==> config.mk <==
export PLATFORM = sky130hd
export DESIGN_NAME = gray_stamp_decoder
export DESIGN_NICKNAME = d
export VERILOG_FILES = /design/src/rtl/gray_stamp_decoder_pkg.sv /design/src/rtl/gray_bit_step.sv /design/src/rtl/gray_stamp_decoder.sv
export SDC_FILE = /design/constraint.sdc
export NUM_CORES = 1
export LEC_CHECK = 0
export CAP_MARGIN = 20
export CORE_MARGIN = 5
export CORE_UTILIZATION = 39
export DETAILED_ROUTE_END_ITERATION = 12
export SETUP_SLACK_MARGIN = 0.02
export SYNTH_ARGS = -nofsm -noshare
export SYNTH_HDL_FRONTEND = slang
export SYNTH_SLANG_ARGS = --single-unit
==> constraint.sdc <==
create_clock -name Clk -period 5.1 [get_ports Clk]
set_input_delay 1.02 -clock Clk [delete_from_list [all_inputs] [get_ports Clk]]
set_output_delay 1.02 -clock Clk [all_outputs]
set_load 0.02 [all_outputs]
==> src/rtl/gray_stamp_decoder_pkg.sv <==
// Shared definitions for gray_stamp_decoder: FSM state encoding and default width.
package gray_stamp_decoder_pkg;

  // Default width of the Gray input and of every binary result.
  localparam int GSD_SIZE = 8;

  // Decoder control states.
  typedef enum logic [1:0] {
    ST_IDLE   = 2'd0,
    ST_DECODE = 2'd1,
    ST_HOLD   = 2'd2
  } state_t;

endpackage

==> src/rtl/gray_bit_step.sv <==
// Single Gray-to-binary bit step: a binary bit is the XOR of the next-higher
// binary bit and the Gray bit at the same position.
module gray_bit_step (
  input  logic b_prev,
  input  logic g_bit,
  output logic b_out
);

  // One XOR per decoded bit.
  always_comb begin
    b_out = b_prev ^ g_bit;
  end

endmodule

==> src/rtl/gray_stamp_decoder.sv <==
// gray_stamp_decoder: captures a Gray-coded tick value, decodes it one bit per
// clock (MSB first) and reports the binary value plus the modular distance to
// the previously delivered sample.
//
// Optional feature: define GRAY_DEC_MISS_EN to add the sticky Missed flag that
// records captures dropped while the decoder is busy.
//
// Handshake: a result is transferred on any rising edge where Valid and Ready
// are both high. Valid is high only in HOLD and the result outputs stay stable
// until that edge; Ready has no effect while Valid is low.
module gray_stamp_decoder
  import gray_stamp_decoder_pkg::*;
#(
  parameter int SIZE = GSD_SIZE
) (
  input  logic            Clk,
  input  logic            Rst_n,
  input  logic [SIZE-1:0] Gray_in,
  input  logic            Capture,
  output logic            Busy,
  output logic [SIZE-1:0] Bin_out,
  output logic [SIZE-1:0] Delta,
  output logic            Valid,
  input  logic            Ready,
  output state_t          dbg_state
`ifdef GRAY_DEC_MISS_EN
  ,
  output logic            Missed
`endif
);

  localparam int IDX_W = (SIZE > 1) ? $clog2(SIZE) : 1;

  state_t            state;
  state_t            state_next;
  logic [SIZE-1:0]   shadow;      // Gray sample being decoded
  logic [SIZE-1:0]   work;        // binary bits decoded so far
  logic [SIZE-1:0]   work_next;   // work with the current bit filled in
  logic [SIZE-1:0]   work_shift;  // work[i+1] presented at position i
  logic [SIZE-1:0]   prev;        // last result handed to the consumer
  logic [IDX_W-1:0]  idx;         // bit position decoded this cycle
  logic              accept;
  logic              last_step;
  logic              handshake;
  logic              step_prev;
  logic              step_g;
  logic              step_out;

  // Next-state and control decode; defaults first.
  always_comb begin
    state_next = state;
    accept     = 1'b0;
    last_step  = 1'b0;
    handshake  = 1'b0;
    case (state)
      ST_IDLE: begin
        if (Capture) begin
          accept     = 1'b1;
          state_next = ST_DECODE;
        end
      end
      ST_DECODE: begin
        if (idx == '0) begin
          last_step  = 1'b1;
          state_next = ST_HOLD;
        end
      end
      ST_HOLD: begin
        if (Ready) begin
          handshake = 1'b1;
          if (Capture) begin
            accept     = 1'b1;
            state_next = ST_DECODE;
          end else begin
            state_next = ST_IDLE;
          end
        end
      end
      default: state_next = ST_IDLE;
    endcase
  end

  // Operand selection for the current bit. Above the MSB the shifted copy
  // supplies a zero, so the MSB step degenerates to b = g.
  always_comb begin
    work_shift           = {1'b0, work[SIZE-1:1]};
    step_prev            = work_shift[idx];
    step_g               = shadow[idx];
    work_next            = work;
    work_next[idx]       = step_out;
  end

  gray_bit_step u_step (
    .b_prev (step_prev),
    .g_bit  (step_g),
    .b_out  (step_out)
  );

  // State register and datapath; the bit-0 result is forwarded straight
  // into Bin_out/Delta at the same edge it is computed.
  always_ff @(posedge Clk) begin
    if (!Rst_n) begin
      state   <= ST_IDLE;
      shadow  <= '0;
      work    <= '0;
      idx     <= '0;
      prev    <= '0;
      Bin_out <= '0;
      Delta   <= '0;
    end else begin
      state <= state_next;
      if (accept) begin
        shadow <= Gray_in;
        work   <= '0;
        idx    <= IDX_W'(SIZE - 1);
      end else if (state == ST_DECODE) begin
        work <= work_next;
        if (idx != '0) begin
          idx <= idx - IDX_W'(1);
        end
      end
      if (last_step) begin
        Bin_out <= work_next;
        Delta   <= work_next - prev;
      end
      if (handshake) begin
        prev <= Bin_out;
      end
    end
  end

  // Status outputs decoded from the state register.
  always_comb begin
    Busy      = (state != ST_IDLE);
    Valid     = (state == ST_HOLD);
    dbg_state = state;
  end

`ifdef GRAY_DEC_MISS_EN
  logic drop;

  // A capture is dropped while decoding or while a result waits for Ready.
  always_comb begin
    drop = Capture && ((state == ST_DECODE) || ((state == ST_HOLD) && !Ready));
  end

  // Sticky flag: set on any drop, cleared by the handshake.
  always_ff @(posedge Clk) begin
    if (!Rst_n) begin
      Missed <= 1'b0;
    end else if (drop) begin
      Missed <= 1'b1;
    end else if (handshake) begin
      Missed <= 1'b0;
    end
  end
`endif

endmodule

==> results of run 1 <==
## layout make-up
class | count | area share
tap | 77 | 0.03326
multi-input combinational | 216 | 0.4968
inverter | 11 | 0.01425
clock buffer | 7 | 0.02981
sequential | 45 | 0.3110
timing repair buffer | 34 | 0.1149
## layer usage
layer	track usage	vias up	wire [um]
met4	0.04534	0	74
met3	0.03088	8	216
met5	0	-	0
met2	0.2159	40	2615
li1	-	1061	-
met1	0.2072	977	2790
## stage by stage
step	area [um2]	hold slack, ps	utilization
final	2897	461.6	0.4614
after global routing	2897	483.3	0.4614
after CTS	2897	468.8	0.4614
after detailed placement	2810	457.7	0.4477
after global placement	2810	451.2	0.4477
after floorplan	2477	443.5	-
## power groups by stage
stage / clock network, W / logic, W / registers (W)
6_report: 0.000225 / 0.000219 / 0.000394
3_3_place_gp: 0 / 0.000218 / 0.000402
3_5_place_dp: 0 / 0.000220 / 0.000402
4_1_cts: 0.000233 / 0.000221 / 0.000394
5_1_grt: 0.000251 / 0.000241 / 0.000398
2_1_floorplan: 0 / 0.000168 / 0.000396
## sequential cells by signal, indices dropped and copies added (netlist names)
register   count
work           8
Delta          8
shadow         8
idx            3
prev           8
Bin_out        8
dbg_state      2
## tightest hold or removal path: stages, from the launching register on
cell,delay [ps]
dfxtp_1,320
nand2_1,50
a21boi_0,60
## how the worst max path moves through the flow
stage,endpoint,start,depth (start not counted),slack (ps)
4_1_cts,Delta[5],idx[2],12,1520
3_3_place_gp,Delta[5],idx[2],12,1600
2_1_floorplan,Delta[5],idx[2],15,2180
3_5_place_dp,Delta[5],idx[2],12,1540
5_1_grt,Delta[5],idx[2],12,1190
6_report,Delta[5],idx[2],12,1520
## logic make-up (layout without fill, tap and decap cells)
family / count (synthesis) / count (layout) / synth area share
muxes: 15 / 15 / 0.06060
DFF: 45 / 45 / 0.3636
buffers and inverters: 31 / 52 / 0.05757
adders and majority gates: 10 / 10 / 0.05354
xor gates and xnor gates: 7 / 7 / 0.03232
AOI/OAI and AO/OA: 72 / 72 / 0.2040
and+or+nand+nor: 112 / 112 / 0.2283
## cell usage after synthesis, types with 6 or more instances
library cell  number  area [um2]
a21oi_1           11       55.05
dfxtp_1           45       900.9
nand3_1           25       125.1
clkbuf_1          11       41.29
o211ai_1           6       45.04
o21a_1             6       45.04
ha_1               9       112.6
inv_1             11       41.29
o21ai_0           18       90.09
nor2_1             8       30.03
nor2b_1           18       112.6
a21boi_0          11       82.58
nand2_1           37       138.9
mux2i_1           15       150.1
==> metrics.txt, run 1 <==
status=finished, final reports clean; endpoint class of the critical path=flop; setup_tns=0 ps; Reg2Reg Depth=12; mapped cell area=0.002477 mm2; maximum vdd ir drop=0.1098 mV; commonest non-fill, non-tap cell in the layout=dfxtp_1; initial antenna violation count=0; vias in the first global route=1863; Cell variety after synth=46; Cell Chain, Critical Path=mux2i_1 -> o21ai_1 -> o2bb2ai_2 -> or2_1 -> a221oi_1 -> inv_1 -> ha_1 -> o211ai_1 -> nand3b_1 -> a21oi_1 -> or4b_2 -> nand3_1; Hold Crit Class=flop to flop; Max Root-Sink Buffers=2; syn nets=314; Final Max Tran Viols=0; Clk pwr share=0.268; post-layout min period=3579 ps; worst reg2reg setup slack=1520 ps; FFs w/ async S/R, synth=0; Filler Cell Count=641; Logic pwr share=0.262; clk root buf=clkbuf_8; Initial Util=0.3947; global-route wire length before repair=9.687 mm; sequential cell area=900.9 um2; Layout area overhead=16.92%; total track usage=0.1447; CP arrival=3830 ps; critical hold path startpoint=Delta[2]; #FFs+latches synth=45; worst setup margin=1521 ps; commonest cells after routing, fill and taps aside=dfxtp_1, nand2_1, clkdlybuf4s50_1; Crit path buffers/inverters=1; Multi-input gate area=0.001439 mm2; height of the die=89.70 um; final setup vio count=0; Worst-path clk slew=80 ps; ys flop type=dfxtp_1; nets@finish=335; Clk Latency, worst-skew pair=300 ps; io pins=32; Sink Count=45; leakage power=1.046 nW; Avg WL per Cell=14.61 um; pre-CTS WS=1536 ps; Worst Tran Pin Value=879.9 ps; first drt pass iteration count=4; NetSw=0.0002678 W; Max Cap Viol=0; chip width=89.70 um; maximum fanout along the worst path=24; P_int=0.0005699 W; Routed WL=5.696 mm; core area=0.006277 mm2; Antenna Nets Post-Route=0; CTS tree=yes; hold path depth=2; routability cong.=0.8616; skew final=11.11 ps; cts hold-fix bufs=0; number of port buffers=31; synthesized instance count=292; Slew HR=0.4116; GRT overflow=0; max incr delay on CP=830 ps; critical path's top delay family=simple AND/OR/NAND/NOR gates; kind of critical path=flop to flop; power per cell area=289.2 mW/mm2; startpoint types=flop; Post-CTS Setup Repair Bufs=0; Non-Filler Instances=390; Pwr Total=0.0008377 W; slowest CP cell=dfxtp_1; WP data required=5350 ps; Syn Area/Cell=8.484 um2; Via Count=2086; hpwl dp=4.161 mm; r2r endpoint=Delta[5]; Post-synth EDFFs=0; hold path endpoint=Delta[2]; ratio of cells with drive above 1 in the final layout=0.06390; row count=29; placed cell count=383; final hold violations=0; Tcrit/Tclk final=0.7017; # DRC=0; pin count of the biggest net entering global routing=25; Iter 0 DRT Violations=177; post-synthesis sequential area ratio=0.3636; die area=0.008046 mm2; CTS resizes=0; Highest Clock Rate=279.4 MHz; via/cell ratio=5.349; Syn. warnings=0; RSZ-0062 raised after global routing=no; Reg power frac=0.470; sw frac=0.3197; TritonCTS buffer count=5; ANT cells=0; FF-to-FF Start=idx[2]; CTS H-tree lvls=2
Note: power is estimated with default switching activity, not from simulation.
==> run 2: changes to the inputs <==
==> constraint.sdc (replaced) <==
create_clock -name Clk -period 3.2 [get_ports Clk]
set_input_delay 0.64 -clock Clk [delete_from_list [all_inputs] [get_ports Clk]]
set_output_delay 0.64 -clock Clk [all_outputs]
set_load 0.02 [all_outputs]
==> run 2 against run 1 <==
Net effect: worst setup slack worse by 1300 ps; via count is 0.72% higher; critical path depth is 1 higher; clock skew is 1.1 ps lower; first-iteration DRC count down 56%; clock power is 97% higher; die area is the same; largest power group unchanged; highest routed layer unchanged.
==> metrics.txt, run 2 (synthesis results as in run 1) <==
# DRC=0 (unchanged); initial antenna violation count=0 (unchanged); nets@finish=349 (+4.2%); Clk Latency, worst-skew pair=300 ps (about the same); core area=0.006277 mm2 (unchanged); global-route wire length before repair=9.901 mm (+2.2%); maximum vdd ir drop=0.2182 mV (+99%); Filler Cell Count=639 (-0.31%); final hold violations=0 (unchanged); post-layout min period=3001 ps (-577.7 ps); Highest Clock Rate=333.2 MHz (+19%); WP data required=3440 ps (-1910 ps); skew final=9.969 ps (-1.144 ps); Multi-input gate area=0.001456 mm2 (+1.2%); Avg WL per Cell=14.31 um (-2.0%); RSZ-0062 raised after global routing=no; cts hold-fix bufs=0 (unchanged); Worst-path clk slew=90 ps (about the same); endpoint class of the critical path=flop; pin count of the biggest net entering global routing=24 (-4.0%); Sink Count=45 (unchanged); slowest CP cell=or4b_2; CTS tree=yes; CP arrival=3240 ps (-590 ps); height of the die=89.70 um (unchanged); Routed WL=5.795 mm (+1.7%); Antenna Nets Post-Route=0 (unchanged); status=finished, final reports clean; Slew HR=0.4680 (+0.05643); die area=0.008046 mm2 (unchanged); Worst Tran Pin Value=798.0 ps (-81.88 ps); Max Cap Viol=0 (unchanged); P_int=0.001026 W (+80%); vias in the first global route=2055 (+10%); GRT overflow=0 (unchanged); leakage power=1.133 nW (+8.3%); hpwl dp=4.335 mm (+4.2%); commonest cells after routing, fill and taps aside=dfxtp_1, nand2_1, clkdlybuf4s50_1; Initial Util=0.3947 (unchanged); placed cell count=395 (+3.1%); max incr delay on CP=640 ps (-190 ps); Non-Filler Instances=405 (+3.8%); critical path's top delay family=simple AND/OR/NAND/NOR gates; Hold Crit Class=flop to flop; Cell Chain, Critical Path=buf_4 -> mux2i_1 -> a22oi_2 -> nand2_4 -> buf_4 -> o211ai_1 -> o211ai_1 -> ha_1 -> o211ai_1 -> nand3b_1 -> a21oi_1 -> or4b_2 -> nand3_1; commonest non-fill, non-tap cell in the layout=dfxtp_1; clk root buf=clkbuf_8; Via Count=2101 (+0.72%); power per cell area=479.9 mW/mm2 (+66%); total track usage=0.1445 (-0.0002250); row count=29 (unchanged); CTS H-tree lvls=2 (unchanged); via/cell ratio=5.188 (-3.0%); startpoint types=flop; kind of critical path=flop to flop; Clk pwr share=0.303 (+0.035); ANT cells=0 (unchanged); Logic pwr share=0.272 (+0.010); setup_tns=0 ps (unchanged); Final Max Tran Viols=0 (unchanged); sequential cell area=907.1 um2 (+0.69%); final setup vio count=0 (unchanged); cell depth of the worst setup path=13 (+1); io pins=32 (unchanged); post-layout util=0.4867 (+0.02531); Crit path buffers/inverters=2 (+1); NetSw=0.0004407 W (+65%); hold path depth=2 (unchanged); ratio of cells with drive above 1 in the final layout=0.1280 (+0.06415); Reg power frac=0.425 (-0.045); maximum fanout along the worst path=11 (-54%); chip width=89.70 um (unchanged); Tcrit/Tclk final=0.9379 (+0.2361); Iter 0 DRT Violations=78 (-56%); sw frac=0.3005 (-0.01918); number of port buffers=31 (unchanged); Max Root-Sink Buffers=2 (unchanged); most used cell, CP=o211ai_1; first drt pass iteration count=4 (unchanged); routability cong.=0.8514 (-1.2%); Layout area overhead=23.33%; TritonCTS buffer count=5 (unchanged); Reg2Reg Depth=13 (+1)
## run 2: changes by cell type in the layout (fill, tap and decap cells not counted), sizes merged
| cell | previous run | this run |
|---|---|---|
| buf | 3 | 17 |
| bufinv | 0 | 1 |
## run 2: cell type report
cell class              count  area share
clock inverters             1    0.009828
flip-flops and latches     45      0.2969
inverters                  11     0.01351
repair buffers             48      0.1433
multi-input cells         216      0.4767
clock buffers               7     0.02826
well taps                  77     0.03153
## run 2: worst paths after layout
check | start | end | slack [ps]
worst min register to register | Delta[2] | Delta[2] | 460
worst max register to register | idx[2] | Delta[5] | 200
worst max-delay path | idx[2] | Delta[5] | 200
worst min-delay path | Delta[2] | Delta[2] | 460
## run 2: layer usage
layer,share of wire,global-route usage,up-vias
met5,0,0,-
met4,0.0098,0.03023,0
met3,0.033,0.03255,5
met2,0.46,0.2311,33
met1,0.50,0.1988,975
li1,-,-,1088
## run 2: timing repair
item,CTS,global route
pin swaps,0,2
gates cloned,0,0
resized for setup,2,6
endpoints found under the setup margin,2,4
buffers inserted,0,2
## run 2: worst register-to-register path, stage by stage (launching register included)
cell and delay, ps:
dfxtp_4 390, buf_4 180, mux2i_1 130, a22oi_2 300, nand2_4 100, buf_4 170
o211ai_1 90, o211ai_1 170, ha_1 370, o211ai_1 140, nand3b_1 110, a21oi_1 80
or4b_2 640, nand3_1 90
## run 2: per-stage QoR
stage | power (W) | worst slack [ps] | area [um2] | hold WS (ps)
final | 0.001466 | 198.8 | 3055 | 462.9
after detailed placement | 0.001017 | 26.90 | 2900 | 457.6
after floorplan | 0.0008985 | 278.8 | 2477 | 443.5
after global routing | 0.001547 | 34.14 | 3055 | 494.3
after CTS | 0.001461 | 69.82 | 3019 | 468.6
after global placement | 0.001014 | 72.34 | 2900 | 450.9
## run 2: power by group through the flow
stage | sequential (W) | clock [W] | combinational, W
6_report | 0.000624 | 0.000444 | 0.000398
5_1_grt | 0.000629 | 0.000477 | 0.000440
4_1_cts | 0.000623 | 0.000455 | 0.000384
3_5_place_dp | 0.000635 | 0 | 0.000382
3_3_place_gp | 0.000634 | 0 | 0.000380
2_1_floorplan | 0.000631 | 0 | 0.000267
==> run 3: changes to the inputs <==
--- a/config.mk
+++ b/config.mk
@@ -8,6 +8,7 @@
 export CAP_MARGIN = 20
 export CORE_MARGIN = 5
 export CORE_UTILIZATION = 39
+export CTS_CLUSTER_DIAMETER = 50
 export DETAILED_ROUTE_END_ITERATION = 12
 export SETUP_SLACK_MARGIN = 0.02
 export SYNTH_ARGS = -nofsm -noshare
==> results of run 3 <==
The final DEF is identical to that of run 2; final timing and power are the same.
